### config.mk
export PLATFORM = sky130hd
export DESIGN_NAME = imem_access_ctrl
export DESIGN_NICKNAME = d
export VERILOG_FILES = /design/src/rtl/imem_access_ctrl.sv
export SDC_FILE = /design/constraint.sdc
export NUM_CORES = 1
export LEC_CHECK = 0
export BUFFER_PORTS_ARGS = -buffer_cell sky130_fd_sc_hd__buf_2
export CORE_AREA = 2 2 117 119
export CTS_CLUSTER_DIAMETER = 80
export DETAILED_ROUTE_END_ITERATION = 7
export DIE_AREA = 0 0 119 121
export PLACE_DENSITY = 0.74
export SLEW_MARGIN = 0
export SYNTH_ARGS = -nofsm -noshare
export SYNTH_HDL_FRONTEND = slang
export SYNTH_SLANG_ARGS = --single-unit
### constraint.sdc
create_clock -name clock -period 2.89 [get_ports clock]
set_input_delay 0.289 -clock clock [delete_from_list [all_inputs] [get_ports clock]]
set_output_delay 0.289 -clock clock [all_outputs]
set_load 0.005 [all_outputs]
### src/rtl/imem_access_ctrl.sv
// Instruction-memory access controller.
// Boots by reading the start PC from the first memory word, then shares the
// single memory port between the fetch stage and the loader/debug port.
// The loader has priority, but its burst length is capped while fetch waits,
// so fetch always makes progress.
module imem_access_ctrl #(
  parameter logic [31:0] ADDR_BASE    = 32'h0010_0000,
  parameter int          DEPTH_WORDS  = 1025,
  parameter int          MAX_LD_BURST = 4
) (
  input  logic        clock,
  input  logic        reset_n,
  // fetch requester
  input  logic        fetch_req,
  input  logic [31:0] fetch_addr,
  output logic        fetch_grant,
  output logic        fetch_valid,
  output logic [31:0] fetch_instr,
  output logic        fetch_fault,
  // loader / debug requester
  input  logic        ld_req,
  input  logic        ld_we,
  input  logic [31:0] ld_addr,
  input  logic [31:0] ld_wdata,
  output logic        ld_grant,
  output logic [31:0] ld_rdata,
  output logic        ld_rvalid,
  // boot status
  output logic        boot_done,
  output logic [31:0] start_pc,
  // memory port
  output logic [31:0] mem_addr,
  output logic        mem_we,
  output logic [31:0] mem_wdata,
  input  logic [31:0] mem_rdata
);

  localparam int               CNT_W     = $clog2(MAX_LD_BURST + 1);
  localparam logic [CNT_W-1:0] CNT_MAX   = CNT_W'(MAX_LD_BURST);
  // One past the last valid byte address; 33 bits so a region ending at
  // the top of the address space cannot wrap.
  localparam logic [32:0]      ADDR_END  = {1'b0, ADDR_BASE} + 33'(4 * DEPTH_WORDS);
  localparam logic [31:0]      BOOT_WORD = {2'b00, ADDR_BASE[31:2]};

  typedef enum logic [1:0] {
    BOOT0 = 2'd0,
    BOOT1 = 2'd1,
    RUN   = 2'd2
  } state_t;

  state_t           state, state_nxt;
  logic [CNT_W-1:0] burst_cnt, burst_cnt_nxt;

  // Grant-cycle decisions (combinational on the current requests)
  logic        fetch_grant_p0;
  logic        ld_grant_p0;
  logic        fetch_bad_p0;
  logic        ld_bad_p0;
  logic        boot_capture_p0;
  logic [31:0] mem_addr_p0;
  logic        mem_we_p0;
  logic [31:0] mem_wdata_p0;

  // Registered read results, one cycle after the grant
  logic        fetch_vld_p1;
  logic        fetch_fault_p1;
  logic [31:0] fetch_instr_p1;
  logic        ld_vld_p1;
  logic [31:0] ld_rdata_p1;
  logic        boot_done_q;
  logic [31:0] start_pc_q;

  // Misaligned, below the base, or past the last word.
  function automatic logic addr_bad(input logic [31:0] addr);
    logic [32:0] addr_x;
    addr_x = {1'b0, addr};
    return (addr[1:0] != 2'b00) ||
           (addr_x < {1'b0, ADDR_BASE}) ||
           (addr_x >= ADDR_END);
  endfunction

  // Burst counter increment that sticks at the cap.
  function automatic logic [CNT_W-1:0] burst_sat_inc(input logic [CNT_W-1:0] cnt);
    return (cnt >= CNT_MAX) ? CNT_MAX : cnt + 1'b1;
  endfunction

  // Byte address to memory word index.
  function automatic logic [31:0] word_index(input logic [31:0] addr);
    return {2'b00, addr[31:2]};
  endfunction

  // Next-state, arbitration and memory-port drive for the current cycle.
  always_comb begin
    state_nxt       = state;
    burst_cnt_nxt   = '0;
    fetch_grant_p0  = 1'b0;
    ld_grant_p0     = 1'b0;
    boot_capture_p0 = 1'b0;
    mem_addr_p0     = '0;
    mem_we_p0       = 1'b0;
    mem_wdata_p0    = '0;
    fetch_bad_p0    = addr_bad(fetch_addr);
    ld_bad_p0       = addr_bad(ld_addr);

    case (state)
      BOOT0: begin
        // Let the memory's own init cycle elapse before sampling word 0.
        mem_addr_p0 = BOOT_WORD;
        state_nxt   = BOOT1;
      end

      BOOT1: begin
        mem_addr_p0     = BOOT_WORD;
        boot_capture_p0 = 1'b1;
        state_nxt       = RUN;
      end

      RUN: begin
        // Loader wins unless it has used up its burst while fetch waits.
        ld_grant_p0    = ld_req && !(fetch_req && (burst_cnt == CNT_MAX));
        fetch_grant_p0 = fetch_req && !ld_grant_p0;

        if (ld_grant_p0) begin
          mem_addr_p0 = word_index(ld_addr);
          if (ld_we && !ld_bad_p0) begin
            mem_we_p0    = 1'b1;
            mem_wdata_p0 = ld_wdata;
          end
        end else if (fetch_grant_p0) begin
          mem_addr_p0 = word_index(fetch_addr);
        end

        // Count loader grants only while fetch is actually waiting.
        if (!fetch_req || fetch_grant_p0) begin
          burst_cnt_nxt = '0;
        end else if (ld_grant_p0) begin
          burst_cnt_nxt = burst_sat_inc(burst_cnt);
        end else begin
          burst_cnt_nxt = burst_cnt;
        end
      end

      default: begin
        state_nxt = BOOT0;
      end
    endcase
  end

  // Control state: FSM, burst counter, boot flag and read-valid pulses.
  always_ff @(posedge clock or negedge reset_n) begin
    if (!reset_n) begin
      state          <= BOOT0;
      burst_cnt      <= '0;
      boot_done_q    <= 1'b0;
      fetch_vld_p1   <= 1'b0;
      fetch_fault_p1 <= 1'b0;
      ld_vld_p1      <= 1'b0;
    end else begin
      state          <= state_nxt;
      burst_cnt      <= burst_cnt_nxt;
      boot_done_q    <= boot_done_q || boot_capture_p0;
      fetch_vld_p1   <= fetch_grant_p0;
      fetch_fault_p1 <= fetch_grant_p0 && fetch_bad_p0;
      ld_vld_p1      <= ld_grant_p0 && !ld_we;
    end
  end

  // ---- stage p0 -> p1: capture read data in the grant cycle ----
  // Data registers are also cleared so every output reads zero in reset.
  always_ff @(posedge clock or negedge reset_n) begin
    if (!reset_n) begin
      fetch_instr_p1 <= '0;
      ld_rdata_p1    <= '0;
      start_pc_q     <= '0;
    end else begin
      if (fetch_grant_p0) begin
        fetch_instr_p1 <= fetch_bad_p0 ? 32'h0 : mem_rdata;
      end
      if (ld_grant_p0 && !ld_we) begin
        ld_rdata_p1 <= ld_bad_p0 ? 32'h0 : mem_rdata;
      end
      // Only the boot sequence loads start_pc; later writes to word 0 do not.
      if (boot_capture_p0) begin
        start_pc_q <= mem_rdata;
      end
    end
  end

  // Combinational port drives are forced low while reset is held.
  assign fetch_grant = reset_n && fetch_grant_p0;
  assign ld_grant    = reset_n && ld_grant_p0;
  assign mem_addr    = reset_n ? mem_addr_p0 : 32'h0;
  assign mem_we      = reset_n && mem_we_p0;
  assign mem_wdata   = reset_n ? mem_wdata_p0 : 32'h0;

  assign fetch_valid = fetch_vld_p1;
  assign fetch_fault = fetch_fault_p1;
  assign fetch_instr = fetch_instr_p1;
  assign ld_rvalid   = ld_vld_p1;
  assign ld_rdata    = ld_rdata_p1;
  assign boot_done   = boot_done_q;
  assign start_pc    = start_pc_q;

endmodule

After elaboration in Yosys (flattened, before gate mapping). Cells that the tools add are included.

Add/subtract/negate cells: 1. Magnitude comparators: 5. Equality and inequality tests: 4. Muxes and demuxes: 21. Reduce and logical (&&, ||, !) cells: 24.

Operators by type and width (number): $mux 32 (7); $ge 32x21->1 const B (2); $lt 32x21->1 const B (2); $mux 30 (2); $pmux 30 s2 (1); $mux 3 (4); $logic_and 1x1->1 (9); $logic_or 1x1->1 (6); $mux 1 (6); $pmux 2 s3 (1); $logic_not 1->1 (5); $reduce_bool 2->1 (2); $add 3x1->3 const B (1); $eq 3x3->1 const B (1); $ge 3x3->1 const B (1); $ne 3x3->1 const B (1); $eq 2x1->1 const B (1); $eq 2x2->1 const B (1); $logic_not 2->1 (1); $reduce_or 2->1 (1).

Flip-flop bits (word level): 105. Bits of input ports: 133. Output and inout bits: 167. Logic and storage cells: 64.

Longest topological paths before layout. Gate-level depths: netlist (run 1).

Depth after elaboration: 10. Depth in mapped cells: 8.

Worst setup path after synthesis (run 1). No wires, ideal clock.

Path kind: in2out. Start: input port ld_addr[23]. End: output port mem_wdata[10]. Arrival: 2.074 ns. Data required time: 2.601 ns. Path slack: 0.527 ns. Stages on the path: 5. Cells stage by stage: or4b_1 > or4b_1 > a211o_4 > buf_6 > nor4_2.

Cells in the longest elaborated chain, start to end: 9.

Ends and longest elaborated chain: start: declaration (RTL line 23) `input logic [31:0] ld_addr,`; $lt 32x21->1 (RTL line 78) `(addr_x < {1'b0, ADDR_BASE}) ||`; $logic_or 1x1->1 (RTL line 77) `return (addr[1:0] != 2'b00) ||`; $logic_or 1x1->1 * (RTL line 78); $logic_not 1->1 * (RTL line 125) `if (ld_we && !ld_bad_p0) begin`; $logic_and 1x1->1 * (RTL line 125); $mux 32 * (RTL line 125); $mux 32 * (RTL line 123) `if (ld_grant_p0) begin`; $mux 32 * (RTL line 105) `case (state)`; $mux 32 * (RTL line 194) `assign mem_wdata = reset_n ? mem_wdata_p0 : 32'h0;`; end: declaration (RTL line 34) `output logic [31:0] mem_wdata,`.

Every way passes the cells marked *; elsewhere a longest branch is shown, timed or not.

Worst setup path after layout (run 1).
Start: register state[0]. End: output port mem_wdata[18].

Cells in the longest elaborated chain, start to end: 3.

Ends and longest elaborated chain: start: declaration (RTL line 51) `state_t state, state_nxt;`; start signal: assignment (RTL line 159) `state <= state_nxt;`; $eq 2x2->1 (RTL line 105); $mux 32 (RTL line 105); $mux 32 (RTL line 194).

Every way passes these cells.

==> results of run 1 <==
-- per-stage QoR --
stage	cell area, sq um	utilization, %	total power [mW]	setup WS [ps]
detailed placement	6710	51.2	1.89	142
global placement	6710	51.2	1.89	169
floorplan	5050	-	1.66	527
global route	7170	54.8	3.34	15.9
finish	7170	54.8	3.21	82.6
CTS	7040	53.8	3.23	13.8
-- state kept, by name, indices dropped and copies added, names as in the netlist --
name	count
ld_rvalid	1
burst_cnt	3
fetch_fault	1
ld_rdata	32
state	2
start_pc	32
fetch_instr	32
boot_done	1
fetch_valid	1
-- metal layers --
metal | vias to the layer above | wire length, um | part of all wire, %
met5 | - | 13 | 0.079
li1 | 2362 | - | -
met1 | 2339 | 6410 | 39
met3 | 26 | 1380 | 8.4
met2 | 224 | 8190 | 50
met4 | 2 | 443 | 2.7
-- final cells by class --
| type | count | area, sq um |
|---|---|---|
| Tap cell | 176 | 220 |
| Fill cell | 1228 | 5910 |
| Sequential cell | 105 | 2630 |
| Clock buffer | 10 | 239 |
| Inverter | 38 | 143 |
| Timing Repair Buffer | 312 | 1610 |
| Clock inverter | 6 | 96.3 |
| Multi-Input combinational cell | 314 | 2230 |
-- power by group through the flow --
stage	Sequential [mW]	Clock (mW)	Combinational, mW
after global routing	1.51	1.43	0.397
after CTS	1.51	1.37	0.354
after global placement	1.53	0	0.351
after floorplan	1.54	0	0.124
after detailed placement	1.54	0	0.353
final	1.51	1.34	0.357
-- kinds of logic (layout without fill, tap and decap cells) --
group,after synthesis,in the layout,synth area share (%)
fa+ha+maj,2,2,0.495
compound gates,131,134,19.8
other cells,1,2,0.0742
buf+inv,82,366,6.76
mux,1,1,0.198
flops,105,105,52.0
simple gates,175,175,20.7
-- final timing paths --
path	startpoint	endpoint	slack, ps
max in group asynchronous	reset_n	fetch_instr[23]$_DFFE_PN0P_	1670
worst min register to register	boot_done$_DFF_PN0_	boot_done$_DFF_PN0_	470
worst min-delay path	reset_n	state[1]$_DFFE_PN0N_	20
min in group clock	mem_rdata[28]	ld_rdata[28]$_DFFE_PN0P_	170
worst max register to register	state[0]$_DFFE_PN0N_	ld_rdata[4]$_DFFE_PN0P_	1060
worst max-delay path	state[0]$_DFFE_PN0N_	mem_wdata[18]	80
-- timing repair --
action,in CTS,in global routing
endpoints found under the setup margin,0,33
resized for setup,0,12
buffers inserted,0,2
-- cell usage in the layout, fill, tap and decap left out, drive strengths merged, types with 2 or more instances in the layout --
cell / instances
nor2b: 2
or4b: 2
nor2: 6
clkbuf: 10
or4: 5
buf: 312
nand2b: 4
nand2: 97
o31ai: 32
conb: 2
o21ai: 32
inv: 41
ha: 2
nand4: 2
nand4bb: 2
a211o: 4
nor3: 6
nor4: 36
nand3: 6
bufinv: 2
nand4b: 2
dfrtp: 105
a22o: 61
-- worst max-delay path: stages, from the launching register on --
cell      delay (ps)
dfrtp_1          430
nand4b_1         250
or4b_4           610
a211o_4          410
nor4_2           310
buf_2            160
==> metrics, run 1 <==
final worst hold slack 15.6 ps; H-tree lvl count 3; cts hold-fix bufs 0; maximum capacitance violations 0; setup violation total in the final timing report 0; part of the cycle the worst path needs 97.1%; last weighted congestion value of the routability-driven placer 0.877; final routed wirelength across all metal layers 16400 um; number of vias per cell after detailed routing 5.15; clock share of power 41.9%; top post-synthesis cells by count dfrtp_1, nand2_1, a22o_1, inv_1, clkbuf_1; Hold WC Path Type input pin to asynchronous set/reset pin; slew at the pin closest to its max-slew limit 838 ps; YS warnings 0; Synth Register Bits 105; total clock buffers created by CTS 9; RSZ-0062 raised after global routing no; Clock Skew 7.89 ps; Avg Synthesized Cell Area 10.2 sq um; wire length of the first global-routing pass 24700 um; number of flops mapped to enable cells by yosys 0; number of distinct standard cells referenced by the synthesized netlist 41; I/O pins 300; number of standard cells in the layout, taps in and fillers out 961; area of the core 13100 sq um; Skew-Pair Late Insertion Delay 340 ps; switching part of the total 24.0%; post-synth design cell area 5050 sq um; number of antenna diodes 0; met3 demand-to-capacity share in global routing 7.19%; total negative setup slack 0 ps; Worst Setup Path Type flop to output pin; number of buffers between clock root and the deepest sink 2; relative area change from synthesis to final layout 42.0%; critical path peak fanout 8; main flop type after synthesis dfrtp_1; met1 Use GR 25.7%; net switching power figure 768 uW; DRC violation total after the first TritonRoute iteration 229; clock-pin slew on the worst setup and hold paths 70 ps; port buffer count 297; routed len/inst 17.1 um; Cell Rows 42; maximum clock rate 0.356 GHz; number of antenna violations at the first check in global routing 1; DRT antenna net count 0; data arrival at the endpoint of the critical path 2520 ps; Reg2Reg Depth 5; CTS root buffer clkbuf_16; Max Transition Viols Final 0; Overflow after GRT 0; share of Yosys cell area claimed by the top area cell type 52.0%; portion of total power attributed to sequential cells 47.0%; Tot GR Track Use 21.7%; leading cell types by total area after synthesis dfrtp_1, a22o_1, nand2_1; static leakage 3.83 nW; die footprint 14400 sq um; cell-internal power 2.44 mW; endpoint required time on the critical path 2600 ps; starting utilization of the core area 38.6%; DRC 0; relative slew slack 44.1%; post-synthesis async set-or-reset flop share 100%; height of the die 121 um; final hold viol count 0; startpoint types flop; number of global-route vias before repair 4655; Max rail drop VDD 0.376 mV; met2 layer usage reported by global route 37.7%; CP Capture Type output pin; number of placed instances, taps included 940; total number of clock tree sinks 105; min cycle time layout 2810 ps; ratio of cells with drive above 1 in the final layout 47.8%; most crowded layer after global routing met2; part of the power in combinational logic 11.1%; register area share after synthesis 52.0%; die width 119 um; gate count after technology mapping 497; cell accounting for the most synthesized area dfrtp_1; detailed-routing iteration count for the pre-antenna-repair pass 4; most common cell in the synthesized netlist dfrtp_1; estimated wirelength of the detail-placed design 12000 um; total number of nets in the final design 915; largest net degree at the start of global routing 69; TritonCTS clock tree done; power per cell area 447 nW/um^2; result of the run finished, final reports clean; number of vias after detailed routing 4953
Note: power is estimated with default switching activity, not from simulation.
==> inputs of run 2 (changes only) <==
--- a/config.mk
+++ b/config.mk
@@ -11,6 +11,7 @@
 export DETAILED_ROUTE_END_ITERATION = 7
 export DIE_AREA = 0 0 119 121
 export PLACE_DENSITY = 0.74
+export SETUP_SLACK_MARGIN = 0.15
 export SLEW_MARGIN = 0
 export SYNTH_ARGS = -nofsm -noshare
 export SYNTH_HDL_FRONTEND = slang
==> run 2 against run 1 <==
  * Clock power about the same
  * Sequential cell count unchanged
  * Largest power group unchanged
  * Die area unchanged
  * Critical path type unchanged
==> metrics, run 2 (same netlist as run 1, synthesis figures left out) <==
height of the die 121 um; last weighted congestion value of the routability-driven placer 0.877; worst stage delay on the critical path 630 ps; Clock Skew 7.74 ps; estimated wirelength of the detail-placed design 12000 um; TritonCTS clock tree done; number of antenna diodes 0; final routed wirelength across all metal layers 16700 um; critical path, cell by cell nand4b_1 -> or4b_4 -> a211o_4 -> nor4_2 -> buf_2; total negative setup slack 0 ps; Critical R2R Capture ld_rdata[4]$_DFFE_PN0P_; cts hold-fix bufs 0; Skew-Pair Late Insertion Delay 340 ps; instance area after placement 6710 sq um; number of vias per cell after detailed routing 5.20; Max Transition Viols Final 0; worst-path cell with the longest stage delay or4b_4; min cycle time layout 2740 ps; flop-to-flop setup slack 970 ps; Worst Setup Slack post-DPL 142 ps; wire length of the first global-routing pass 25600 um; die footprint 14400 sq um; DRC violation total after the first TritonRoute iteration 225; ratio of cells with drive above 1 in the final layout 48.5%; critical path peak fanout 5; final hold viol count 0; Cell Rows 42; area of the core 13100 sq um; Reg2Reg Depth 6; CP Launch Point state[0]$_DFFE_PN0N_; number of buffers between clock root and the deepest sink 2; DRC 0; result of the run finished, final reports clean; part of the cycle the worst path needs 94.9%; critical path endpoint mem_wdata[1]; CP Capture Type output pin; power per cell area 445 nW/um^2; port buffer count 297; startpoint types flop; die width 119 um; routed len/inst 17.2 um; relative area change from synthesis to final layout 42.9%; most common library cell in the layout ignoring fill and taps buf_2; final critical-path setup slack 148 ps; startpoint of the lowest-slack register-to-register path state[0]$_DFFE_PN0N_; relative slew slack 44.3%; starting utilization of the core area 38.6%; data arrival at the endpoint of the critical path 2450 ps; Worst Setup Path Type flop to output pin; endpoint required time on the critical path 2600 ps; RSZ-0062 raised after global routing yes; total number of nets in the final design 921; largest net degree at the start of global routing 69; most frequent cells in the layout buf_2, dfrtp_1, nand2_1; DRT antenna net count 0; number of global-route vias before repair 4796; cell area after layout 7220 sq um; fill count 1223; maximum clock rate 0.365 GHz; number of antenna violations at the first check in global routing 1; setup violation total in the final timing report 0; maximum capacitance violations 0; total clock buffers created by CTS 9; Total Power Consumption 3.21 mW; total number of clock tree sinks 105; slew at the pin closest to its max-slew limit 835 ps; I/O pins 300; Max rail drop VDD 0.376 mV; Tot GR Track Use 22.7%; Overflow after GRT 0; clock-pin slew on the worst setup and hold paths 70 ps; number of vias after detailed routing 5024; Hold WC Path Type input pin to asynchronous set/reset pin; H-tree lvl count 3; detailed-routing iteration count for the pre-antenna-repair pass 4; CTS root buffer clkbuf_16; static leakage 3.87 nW
==> run 2: worst min-delay path by stage <==
stage | from | endpoint | slack [ps] | cells after the start
floorplan | reset_n | boot_done$_DFF_PN0_ | -7 | 0
CTS | reset_n | ld_rdata[8]$_DFFE_PN0P_ | 40 | 2
global placement | reset_n | burst_cnt[1]$_DFFE_PN0P_ | 400 | 2
finish | reset_n | state[1]$_DFFE_PN0N_ | 10 | 2
global route | reset_n | start_pc[8]$_DFFE_PN0P_ | 60 | 2
detailed placement | reset_n | start_pc[0]$_DFFE_PN0P_ | 400 | 2
==> run 2: critical path, delay by kind of cell, from the launching register on <==
family	cells	cell delay, ps
flops	1	380
compound gates	1	360
buf+inv	1	180
simple gates	3	1190
==> run 2: final cells by class <==
cell class / instances / area, sq um / share of cell area, %
flip-flops and latches: 105 / 2630 / 36.4
repair buffers: 317 / 1650 / 22.9
multi-input cells: 315 / 2240 / 31.0
clock buffers: 10 / 239 / 3.31
inverters: 38 / 143 / 1.98
well taps: 176 / 220 / 3.05
clock inverters: 6 / 96.3 / 1.34
==> run 2: per-layer routing <==
layer | track usage (%) | share of wire, % | wire length [um] | vias up
li1 | - | - | - | 2373
met1 | 26.5 | 39 | 6500 | 2363
met2 | 39.8 | 49 | 8230 | 254
met3 | 6.95 | 8.4 | 1410 | 32
met4 | 7.51 | 3.1 | 520 | 2
met5 | 0 | 0.078 | 13 | -
==> run 2: metrics by stage <==
stage	hold WS [ps]	util (%)	std cells
after floorplan	-6.59	-	498
after global placement	399	51.2	940
after detailed placement	403	51.2	940
after CTS	35.2	54.7	962
after global routing	55.6	55.1	967
final	14.9	55.1	967
==> run 2: what timing repair did <==
| item | in CTS | in global routing |
|---|---|---|
| gates cloned | 4 | 0 |
| setup endpoints to repair | 33 | 32 |
| setup buffers | 2 | 5 |
| gates resized for setup | 9 | 4 |
| pin swaps | 4 | 9 |
==> run 2: where the power goes <==
| group | switching [mW] | leakage [nW] | internal [mW] |
|---|---|---|---|
| logic | 0.207 | 2.33 | 0.151 |
| registers | 0.0126 | 1.38 | 1.49 |
| clock network | 0.548 | 0.162 | 0.795 |
